### src/rtl/fft_bfly_dit_seq.sv
// Sequential radix-2 DIT butterfly (a +/- w*b) on single-precision complex operands,
// sharing one combinational multiplier and one combinational adder under an FSM.

module fp_multiplier_comb (
  input  logic [31:0] a,
  input  logic [31:0] b,
  output logic [31:0] y
);
  logic               sign_s;
  logic [47:0]        prod_s;
  logic signed [9:0]  exp_s;
  logic [23:0]        man_s;
  logic [24:0]        man_rnd_s;
  logic [22:0]        frac_s;
  logic               guard_s, sticky_s;
  logic               a_zero_s, b_zero_s, a_inf_s, b_inf_s, a_nan_s, b_nan_s;

  // Normalise, round to nearest even, and resolve special operands; subnormals flush to zero
  always_comb begin
    sign_s   = a[31] ^ b[31];
    prod_s   = {24'd0, 1'b1, a[22:0]} * {24'd0, 1'b1, b[22:0]};
    exp_s    = signed'({2'b00, a[30:23]}) + signed'({2'b00, b[30:23]}) - 10'sd127;
    a_zero_s = (a[30:23] == 8'd0);
    b_zero_s = (b[30:23] == 8'd0);
    a_inf_s  = (a[30:23] == 8'hFF) && (a[22:0] == 23'd0);
    b_inf_s  = (b[30:23] == 8'hFF) && (b[22:0] == 23'd0);
    a_nan_s  = (a[30:23] == 8'hFF) && (a[22:0] != 23'd0);
    b_nan_s  = (b[30:23] == 8'hFF) && (b[22:0] != 23'd0);
    if (prod_s[47]) begin
      man_s    = prod_s[47:24];
      guard_s  = prod_s[23];
      sticky_s = |prod_s[22:0];
      exp_s    = exp_s + 10'sd1;
    end else begin
      man_s    = prod_s[46:23];
      guard_s  = prod_s[22];
      sticky_s = |prod_s[21:0];
    end
    man_rnd_s = {1'b0, man_s} + {24'd0, guard_s & (sticky_s | man_s[0])};
    if (man_rnd_s[24]) begin
      frac_s = man_rnd_s[23:1];
      exp_s  = exp_s + 10'sd1;
    end else begin
      frac_s = man_rnd_s[22:0];
    end
    if (a_nan_s || b_nan_s || (a_inf_s && b_zero_s) || (b_inf_s && a_zero_s)) begin
      y = 32'h7FC0_0000;
    end else if (a_inf_s || b_inf_s) begin
      y = {sign_s, 8'hFF, 23'd0};
    end else if (a_zero_s || b_zero_s) begin
      y = {sign_s, 31'd0};
    end else if (exp_s >= 10'sd255) begin
      y = {sign_s, 8'hFF, 23'd0};
    end else if (exp_s <= 10'sd0) begin
      y = {sign_s, 31'd0};
    end else begin
      y = {sign_s, exp_s[7:0], frac_s};
    end
  end
endmodule

module fp_adder_comb (
  input  logic [31:0] a,
  input  logic [31:0] b,
  output logic [31:0] y
);
  logic [31:0]        big_s, small_s;
  logic [7:0]         diff_s;
  logic [23:0]        man_big_s, man_small_s, man_s;
  logic [50:0]        big_x_s, small_x_s, sum_s, norm_s;
  logic [5:0]         msb_s;
  logic signed [9:0]  exp_s;
  logic [24:0]        man_rnd_s;
  logic [22:0]        frac_s;
  logic               sub_s, guard_s, sticky_s;
  logic               a_inf_s, b_inf_s, a_nan_s, b_nan_s;

  // Align the smaller magnitude under the larger, add or subtract, renormalise and round
  always_comb begin
    if (a[30:0] >= b[30:0]) begin
      big_s   = a;
      small_s = b;
    end else begin
      big_s   = b;
      small_s = a;
    end
    sub_s       = big_s[31] ^ small_s[31];
    man_big_s   = (big_s[30:23] == 8'd0) ? 24'd0 : {1'b1, big_s[22:0]};
    man_small_s = (small_s[30:23] == 8'd0) ? 24'd0 : {1'b1, small_s[22:0]};
    diff_s      = big_s[30:23] - small_s[30:23];
    big_x_s     = {1'b0, man_big_s, 26'd0};
    // Beyond 26 positions the small operand only contributes a sticky bit
    if (diff_s >= 8'd27) begin
      small_x_s = {50'd0, |man_small_s};
    end else begin
      small_x_s = {1'b0, man_small_s, 26'd0} >> diff_s;
    end
    sum_s = sub_s ? (big_x_s - small_x_s) : (big_x_s + small_x_s);
    msb_s = 6'd0;
    for (int i = 0; i < 51; i++) begin
      msb_s = sum_s[i] ? 6'(i) : msb_s;
    end
    norm_s    = sum_s << (6'd50 - msb_s);
    exp_s     = signed'({2'b00, big_s[30:23]}) + signed'({4'b0000, msb_s}) - 10'sd49;
    man_s     = norm_s[50:27];
    guard_s   = norm_s[26];
    sticky_s  = |norm_s[25:0];
    man_rnd_s = {1'b0, man_s} + {24'd0, guard_s & (sticky_s | man_s[0])};
    if (man_rnd_s[24]) begin
      frac_s = man_rnd_s[23:1];
      exp_s  = exp_s + 10'sd1;
    end else begin
      frac_s = man_rnd_s[22:0];
    end
    a_inf_s = (a[30:23] == 8'hFF) && (a[22:0] == 23'd0);
    b_inf_s = (b[30:23] == 8'hFF) && (b[22:0] == 23'd0);
    a_nan_s = (a[30:23] == 8'hFF) && (a[22:0] != 23'd0);
    b_nan_s = (b[30:23] == 8'hFF) && (b[22:0] != 23'd0);
    if (a_nan_s || b_nan_s || (a_inf_s && b_inf_s && sub_s)) begin
      y = 32'h7FC0_0000;
    end else if (a_inf_s || b_inf_s) begin
      y = {big_s[31], 8'hFF, 23'd0};
    end else if (sum_s == 51'd0) begin
      y = {a[31] & b[31], 31'd0};
    end else if (exp_s >= 10'sd255) begin
      y = {big_s[31], 8'hFF, 23'd0};
    end else if (exp_s <= 10'sd0) begin
      y = {big_s[31], 31'd0};
    end else begin
      y = {big_s[31], exp_s[7:0], frac_s};
    end
  end
endmodule

module fft_bfly_dit_seq (
  input  logic        clk,
  input  logic        rst_n,
  input  logic        in_valid,
  output logic        in_ready,
  input  logic        inv,
  input  logic [31:0] a_re,
  input  logic [31:0] a_im,
  input  logic [31:0] b_re,
  input  logic [31:0] b_im,
  input  logic [31:0] w_re,
  input  logic [31:0] w_im,
  output logic        out_valid,
  input  logic        out_ready,
  output logic [31:0] a_o_re,
  output logic [31:0] a_o_im,
  output logic [31:0] b_o_re,
  output logic [31:0] b_o_im
);
  typedef enum logic [3:0] {IDLE, M0, M1, M2, M3, A0, A1, A2, A3, A4, A5, DONE} state_t;

  state_t      state_r, state_nxt_s;
  logic [31:0] a_re_r, a_im_r, b_re_r, b_im_r, w_re_r, w_im_r;
  logic [31:0] p0_r, p1_r, p2_r, p3_r, t_re_r, t_im_r;
  logic [31:0] mul_a_s, mul_b_s, mul_y_s, add_a_s, add_b_s, add_y_s;

  function automatic logic [31:0] fneg(input logic [31:0] x);
    fneg = {~x[31], x[30:0]};
  endfunction

  assign in_ready  = (state_r == IDLE);
  assign out_valid = (state_r == DONE);

  fp_multiplier_comb u_mul (.a(mul_a_s), .b(mul_b_s), .y(mul_y_s));
  fp_adder_comb      u_add (.a(add_a_s), .b(add_b_s), .y(add_y_s));

  // State register
  always_ff @(posedge clk or negedge rst_n) begin
    if (!rst_n) state_r <= IDLE;
    else        state_r <= state_nxt_s;
  end

  // Next-state: fixed walk through the compute states, handshakes in IDLE and DONE
  always_comb begin
    state_nxt_s = state_r;
    case (state_r)
      IDLE:    state_nxt_s = in_valid ? M0 : IDLE;
      M0:      state_nxt_s = M1;
      M1:      state_nxt_s = M2;
      M2:      state_nxt_s = M3;
      M3:      state_nxt_s = A0;
      A0:      state_nxt_s = A1;
      A1:      state_nxt_s = A2;
      A2:      state_nxt_s = A3;
      A3:      state_nxt_s = A4;
      A4:      state_nxt_s = A5;
      A5:      state_nxt_s = DONE;
      DONE:    state_nxt_s = out_ready ? IDLE : DONE;
      default: state_nxt_s = IDLE;
    endcase
  end

  // Operand steering into the shared multiplier and adder
  always_comb begin
    mul_a_s = b_re_r;
    mul_b_s = w_re_r;
    add_a_s = p0_r;
    add_b_s = fneg(p1_r);
    case (state_r)
      M1:      begin mul_a_s = b_im_r; mul_b_s = w_im_r; end
      M2:      begin mul_a_s = b_re_r; mul_b_s = w_im_r; end
      M3:      begin mul_a_s = b_im_r; mul_b_s = w_re_r; end
      A1:      begin add_a_s = p2_r;   add_b_s = p3_r; end
      A2:      begin add_a_s = a_re_r; add_b_s = t_re_r; end
      A3:      begin add_a_s = a_im_r; add_b_s = t_im_r; end
      A4:      begin add_a_s = a_re_r; add_b_s = fneg(t_re_r); end
      A5:      begin add_a_s = a_im_r; add_b_s = fneg(t_im_r); end
      default: begin mul_a_s = b_re_r; mul_b_s = w_re_r; end
    endcase
  end

  // Operand capture and per-state result registers
  always_ff @(posedge clk or negedge rst_n) begin
    if (!rst_n) begin
      a_re_r <= 32'd0; a_im_r <= 32'd0; b_re_r <= 32'd0; b_im_r <= 32'd0;
      w_re_r <= 32'd0; w_im_r <= 32'd0;
      p0_r   <= 32'd0; p1_r   <= 32'd0; p2_r   <= 32'd0; p3_r   <= 32'd0;
      t_re_r <= 32'd0; t_im_r <= 32'd0;
      a_o_re <= 32'd0; a_o_im <= 32'd0; b_o_re <= 32'd0; b_o_im <= 32'd0;
    end else begin
      case (state_r)
        IDLE: begin
          if (in_valid) begin
            a_re_r <= a_re;
            a_im_r <= a_im;
            b_re_r <= b_re;
            b_im_r <= b_im;
            w_re_r <= w_re;
            // Conjugating the twiddle turns the forward butterfly into the inverse one
            w_im_r <= inv ? fneg(w_im) : w_im;
          end
        end
        M0:      p0_r   <= mul_y_s;
        M1:      p1_r   <= mul_y_s;
        M2:      p2_r   <= mul_y_s;
        M3:      p3_r   <= mul_y_s;
        A0:      t_re_r <= add_y_s;
        A1:      t_im_r <= add_y_s;
        A2:      a_o_re <= add_y_s;
        A3:      a_o_im <= add_y_s;
        A4:      b_o_re <= add_y_s;
        A5:      b_o_im <= add_y_s;
        default: ;
      endcase
    end
  end
endmodule

### config.mk
export PLATFORM = sky130hd
export DESIGN_NAME = fft_bfly_dit_seq
export DESIGN_NICKNAME = d
export VERILOG_FILES = /design/src/rtl/fft_bfly_dit_seq.sv
export SDC_FILE = /design/constraint.sdc
export NUM_CORES = 2
export LEC_CHECK = 0
export CORE_MARGIN = 1
export CORE_UTILIZATION = 35
export DETAILED_ROUTE_END_ITERATION = 7
export PLACE_DENSITY = 0.53
export SETUP_SLACK_MARGIN = 0.05
export SYNTH_ARGS = -nofsm -noshare
export SYNTH_HDL_FRONTEND = slang
export SYNTH_SLANG_ARGS = --single-unit
### constraint.sdc
create_clock -name clk -period 14.12 [get_ports clk]
set_input_delay 2.824 -clock clk [delete_from_list [all_inputs] [get_ports clk]]
set_output_delay 2.824 -clock clk [all_outputs]
set_load 0.01 [all_outputs]
Word level (Yosys, flattened, before mapping)
Cells that the tools add are included.
{"block": "totals", "ff_bits": 516, "latch_bits": 0, "ramBits": 0, "mem_bits_ro": 0, "inputBits": 197, "output_inout_bits": 130, "elab_cells": 190, "n_memories": 0}
{"block": "classes", "n_addsub": 13, "multipliers": 1, "n_div": 0, "order_cmp": 6, "eq_ne": 15, "shifts": 2, "n_mux": 82, "n_bitwise": 11, "n_reduce_logical": 43}
{"operator": "$mux 6", "n": 49}
{"operator": "$mux 32", "n": 9}
{"operator": "$mux 31", "n": 6}
{"operator": "$pmux 32 s5", "n": 1}
{"operator": "$mux 51", "n": 2}
{"operator": "$pmux 32 s3", "n": 1}
{"operator": "$logic_not 23->1", "n": 4}
{"operator": "$reduce_bool 23->1", "n": 4}
{"operator": "$mux 24", "n": 3}
{"operator": "$add 50x51->51", "n": 1}
{"operator": "$logic_not 51->1", "n": 1}
{"operator": "$shl 51x6->51", "n": 1}
{"operator": "$shr 50x8->51", "n": 1}
{"operator": "$sub 50x51->51", "n": 1}
{"operator": "$add 24x1->25", "n": 2}
{"operator": "$mul 24x24->48", "n": 1}
{"operator": "$pmux 4 s12", "n": 1}
{"operator": "$mux 23", "n": 2}
{"operator": "$eq 8x8->1 const B", "n": 4}
{"operator": "$logic_not 8->1", "n": 4}
{"operator": "$ge 31x31->1", "n": 1}
{"operator": "$add 10x2->10 const B", "n": 3}
{"operator": "$mux 10", "n": 3}
{"operator": "$reduce_or 26->1", "n": 1}
{"operator": "27 further kinds", "n": 67}

Depth between registers and ports, before layout
{"block": "logic_depth", "word_depth": 74, "depth_mapped": 84, "ltp_nobuf": 65}

Hierarchy
From an unflattened synthesis, not the netlist that was laid out.
{"block": "unflattened", "cells_unflattened": 6811, "hier_area_um2": 61835.6}
{"module": "fp_multiplier_comb", "instances": 1, "cells_per_inst": 2710, "area_per_inst_um2": 22440.3, "seq_area_each_um2": 0.0}
{"module": "fft_bfly_dit_seq", "instances": 1, "cells_per_inst": 1457, "area_per_inst_um2": 21879.7, "seq_area_each_um2": 12912.4}
{"module": "fp_adder_comb", "instances": 1, "cells_per_inst": 2644, "area_per_inst_um2": 17515.5, "seq_area_each_um2": 0.0}

Worst setup path before layout
Ideal clock, no wire load.
{"block": "synth_path", "path_kind": "register to register", "start": "reg state_r[3]", "end": "reg t_im_r[16]", "setup_time_ps": 135, "arrival_ps": 15534, "required_ps": 13985, "slack_ps": -1549, "stages_incl_launch_ff": 78, "n_path_buf": 17, "period_less_slack_ps": 15669, "cell_sequence": "dfrtp_1 -> buf_4 -> and3b_1 -> buf_2 -> buf_6 -> clkbuf_1 -> clkbuf_1 -> a22oi_1 -> o21ai_1 -> ha_1 -> a21oi_1 -> o21ai_0 -> a2111o_1 -> o21ai_0 -> clkbuf_1 -> nand2_1 -> buf_2 -> buf_2 -> (+42 left out) -> nand2_1 -> o21ai_0 -> nor3_1 -> or2_2 -> ha_1 -> nand2_1 -> a211oi_1 -> o21bai_1 -> nor4b_2 -> and3_1 -> buf_4 -> buf_6 -> nand3_1 -> nor4_1 -> o211ai_2 -> nand4_4 -> buf_6 -> o31ai_1"}
{"block": "synth_between", "elab_chain_cells": 74, "word_cells_on_any_way": 109, "classes_between": "add/sub (8); order compare (4); eq/ne (7); shift (2); mux (65); bitwise (3); reduce/logical (20)"}
{"item": "start, declared", "line": "156", "source": "state_t state_r, state_nxt_s;"}
{"item": "start signal, assigned", "line": "174", "source": "else state_r <= state_nxt_s;"}
{"item": "parallel branches: the longest is 74 deep, another holds $add 50x51->51"}
{"item": "end signal, assigned", "line": "242", "source": "A1: t_im_r <= add_y_s;"}
{"item": "end, declared", "line": "158", "source": "logic [31:0] p0_r, p1_r, p2_r, p3_r, t_re_r, t_im_r;"}
Several ways; the timed one is not identified.
A chain may end at the register's enable or synchronous reset.

Worst setup path after layout
{"block": "layout_path", "start": "reg state_r[1]", "end": "reg t_im_r[2]"}
Same word-level chain as after synthesis.

==> results.txt <==
- FP Rows: between 100 and 150
* CP Data Arrival Time: approximately 14 ns
* DRC errors left: 9
* Synth async-reset ratio: 1.00
- Commonest cells post-synth: sky130_fd_sc_hd__nand2_1 (822), sky130_fd_sc_hd__inv_1 (680), sky130_fd_sc_hd__nor2_1 (593), sky130_fd_sc_hd__dfrtp_1 (516), sky130_fd_sc_hd__fa_1 (485)
- Count of warnings emitted by yosys: 0
* Failing checks: design-rule violations
* Sink count of the clock tree: around 520
- Utilization of the core after routing: 0.445
- In this run, synthesis produced a sequential element count of about 520.
- Placed wire-length estimate after detailed placement: about 200000 microns
- Fraction of synthesized cell area taken by the top area cell type: 0.220
* CTS buffer count: 60
* Register-to-register path setup slack: 0.34 ns
- Filler instances: around 16000
- For the worst setup path, the data required time is ~15 ns.
* Total Die Area: 0.169 sq mm
- Sorting the synthesized cells by area gives the leading types as sky130_fd_sc_hd__dfrtp_1 (22%), sky130_fd_sc_hd__fa_1 (17%), sky130_fd_sc_hd__ha_1 (5.9%), sky130_fd_sc_hd__nand2_1 (5.3%), sky130_fd_sc_hd__mux2_2 (4.5%).
- Yosys mapped the design onto 136 distinct sky130hd cell types.
* Starting density of the core: 0.354
- In this run the worst path has a maximum fanout of 23.
- Of the post-synthesis cell area, the part taken by muxes is 0.0744.
* Result of the run: finished, violations left
- Dividing the final minimum period by the clock period gives 0.976.
- Tmin final: ~14 ns
- The H-tree was split into 2 levels.
- Headroom to the max-slew limit: 0.209
* Layout net count: between 8000 and 9000
- For this run, the leading register cell type out of synthesis is sky130_fd_sc_hd__dfrtp_1.
- Library cell with the highest instance count after synthesis: sky130_fd_sc_hd__nand2_1
* Worst setup path startpoint: state_r[1]
- The area growth from synthesis to layout is 25.6%.
- Of all cell types, the one taking the most synthesized area is sky130_fd_sc_hd__dfrtp_1.
* Complex-gate fraction of the synthesized area: 0.193
- After the first detailed-routing iteration, the DRC count stood at around 5700.
- In this run the count of I/O pins placed on the die edge is between 300 and 400.
- The worst register-to-register path begins at state_r[1].
- Routability-driven placement finished with a final weighted congestion of between 0.9 and 1.
* Area share of fa/ha/maj cells after synthesis: 0.224
* Post-Synthesis Mean Instance Area: between 8 and 9 sq um
* Simple-gate share of the synthesized area: 0.185
* Hold violation total from the final report: 0
- The max-slew violation count came to 0.
* Vias per std cell: roughly 5.7
- Floorplan die width: 411 microns
- In the final layout, the share of cells above drive strength 1 is 0.210.
- Netlist area before placement: around 0.06 sq mm
- Max Root-Sink Buffers: 3
- Count of antenna-violating nets left after detailed routing: 0
* Overall routing resource usage: 0.290
* Synthesized netlist cell count: 6825
- Cell Area, Placed: around 0.070 sq mm
- Worst hold slack: slightly below 0.5 ns
* Detailed-route via count: 56931
- Largest family of logic cells by synthesized area: adder cells
- Final cell area excluding filler cells: approximately 0.074 sq mm
* Placeable core region: roughly 0.17 sq mm
- Delay contributed by the slowest stage of the critical path: between 0.6 and 0.7 ns
- Number of enable-type register cells in the synthesized netlist: 0
- Post-Synthesis Net Count: 7782
- The first global-routing pass estimated between 300000 and 400000 microns of wire.
* Clock network latency to the later pin of the worst-skew pair: around 0.70 ns
- The min-delay analysis places its worst path in the category reg -> reg.
* Routed wire per std cell: 25.2 microns
- Vias in the first global route: approximately 56000
* Cell at the root of the clock tree: sky130_fd_sc_hd__clkbuf_16
* Hold buffer count at CTS: 0
- The count of buffers added on input and output ports is 326.
* Setup TNS: 0 ns
* Clock input transition at the sequential cells of the worst setup and hold paths: around 0.06 ns
- Seq/Total Area, Yosys: 0.220
- Before antenna repair, the detailed router went through 8 iterations.
- XOR/XNOR share of the synthesized area: 0.0272
* Number of maximum-capacitance violations: 0
- Worst setup path end: t_im_r[2]
- Timing would allow up to between 0.07 and 0.08 GHz.
* Category of the most critical setup path: reg -> reg
- Final setup violation count: 0
* Total overflow reported by the global router: 0
* Slowest cell on the critical path: sky130_fd_sc_hd__mux4_2
- The worst register-to-register path ends at t_im_r[2].
- CP Capture Type: register
* Die Ht: 411 microns
* Pin count of the biggest net entering global routing: around 170
* Initial antenna violation count: 13
- After detailed routing, the total wire length is between 200000 and 250000 microns.
* Path depth of the worst reg2reg path: 61
- TritonCTS clock tree: done
- Worst clock skew: about 0.030 ns
- For the pin with the worst max-slew slack, the measured transition is between 1 and 1.5 ns.
* Crit path launch type: register
==> per-stage QoR <==
stage / instances / setup slack [ns]
final: 9913 / 0.345
after global routing: 9912 / -0.0988
after CTS: 9877 / 0.0505
after detailed placement: 9762 / -0.357
after global placement: 9762 / -0.0845
after floorplan: 6825 / 0.0574
==> state kept, by name, summed over array words and instances, names as in the netlist <==
signal,flops
state_r,4
p0_r,32
a_o_im,32
t_im_r,32
w_re_r,32
t_re_r,32
p2_r,32
b_im_r,32
p1_r,32
a_im_r,32
a_o_re,32
b_re_r,32
b_o_re,32
w_im_r,32
p3_r,32
b_o_im,32
a_re_r,32
==> layout make-up <==
type	count	area, sq um	share of cell area
well taps	2189	2740	0.0372
flip-flops and latches	516	12900	0.175
clock buffers	82	1730	0.0235
multi-input cells	5202	42900	0.582
diodes	1	2.50	0.0000340
repair buffers	1198	10300	0.140
inverters	695	2610	0.0355
clock inverters	30	455	0.00618
==> layer usage <==
| layer | global-route usage | routed length (microns) |
|---|---|---|
| met1 | 0.427 | 115000 |
| met4 | 0.0642 | 6170 |
| met3 | 0.0387 | 17900 |
| met5 | 0 | 24 |
| met2 | 0.447 | 111000 |
==> cell families (layout without fill, tap and decap cells) <==
logic type,Yosys count,in the layout
compound gates,1592,1592
xor+xnor,181,181
fa+ha+maj,760,760
buf+inv,1107,2005
flops,516,516
mux,376,376
other cells,0,1
simple gates,2293,2293
==> layout by cell type (no fill, tap or decap), types with 74 or more instances in the layout <==
master / count
sky130_fd_sc_hd__a22o_1: 99
sky130_fd_sc_hd__o21ai_1: 82
sky130_fd_sc_hd__dfrtp_1: 514
sky130_fd_sc_hd__nor2_1: 581
sky130_fd_sc_hd__mux2_2: 233
sky130_fd_sc_hd__nor3_1: 128
sky130_fd_sc_hd__clkdlybuf4s50_1: 325
sky130_fd_sc_hd__inv_1: 677
sky130_fd_sc_hd__nand3_1: 136
sky130_fd_sc_hd__nand4_1: 85
sky130_fd_sc_hd__xnor2_1: 121
sky130_fd_sc_hd__ha_1: 272
sky130_fd_sc_hd__and2_1: 74
sky130_fd_sc_hd__nand2_1: 815
sky130_fd_sc_hd__mux2i_1: 84
sky130_fd_sc_hd__o21ai_0: 225
sky130_fd_sc_hd__a21oi_1: 261
sky130_fd_sc_hd__fa_1: 484
sky130_fd_sc_hd__buf_4: 825
==> timing repair <==
item                                    CTS  global route
pin swaps                                 6            88
setup buffers                             3            30
gates cloned                              0             5
endpoints found under the hold margin     0             0
endpoints found under the setup margin  186           310
resized for setup                        19           208
==> how the worst min path moves through the flow <==
| stage | startpoint | endpoint | slack, ns | cells past startpoint |
|---|---|---|---|---|
| 3_5_place_dp | a_o_im[2] | a_o_im[2] | 0.47 | 2 |
| 5_1_grt | p0_r[11] | p0_r[11] | 0.50 | 2 |
| 6_report | b_o_im[4] | b_o_im[4] | 0.48 | 2 |
| 4_1_cts | p2_r[19] | p2_r[19] | 0.48 | 2 |
| 2_1_floorplan | p2_r[15] | p2_r[15] | 0.44 | 2 |
| 3_3_place_gp | a_o_im[2] | a_o_im[2] | 0.46 | 2 |
==> worst max-delay path, delay by kind of cell, from the launching register on <==
family | cells | cell delay, ns
AOI/OAI and AO/OA | 23 | 4.55
muxes | 3 | 1.51
DFF | 1 | 0.40
and+or+nand+nor | 16 | 3.34
buffers and inverters | 14 | 2.43
xor gates and xnor gates | 1 | 0.18
adders and majority gates | 4 | 1.19
Power is not shown: default switching activity piles up to over one toggle a cycle in this logic, so the estimate is an artifact.
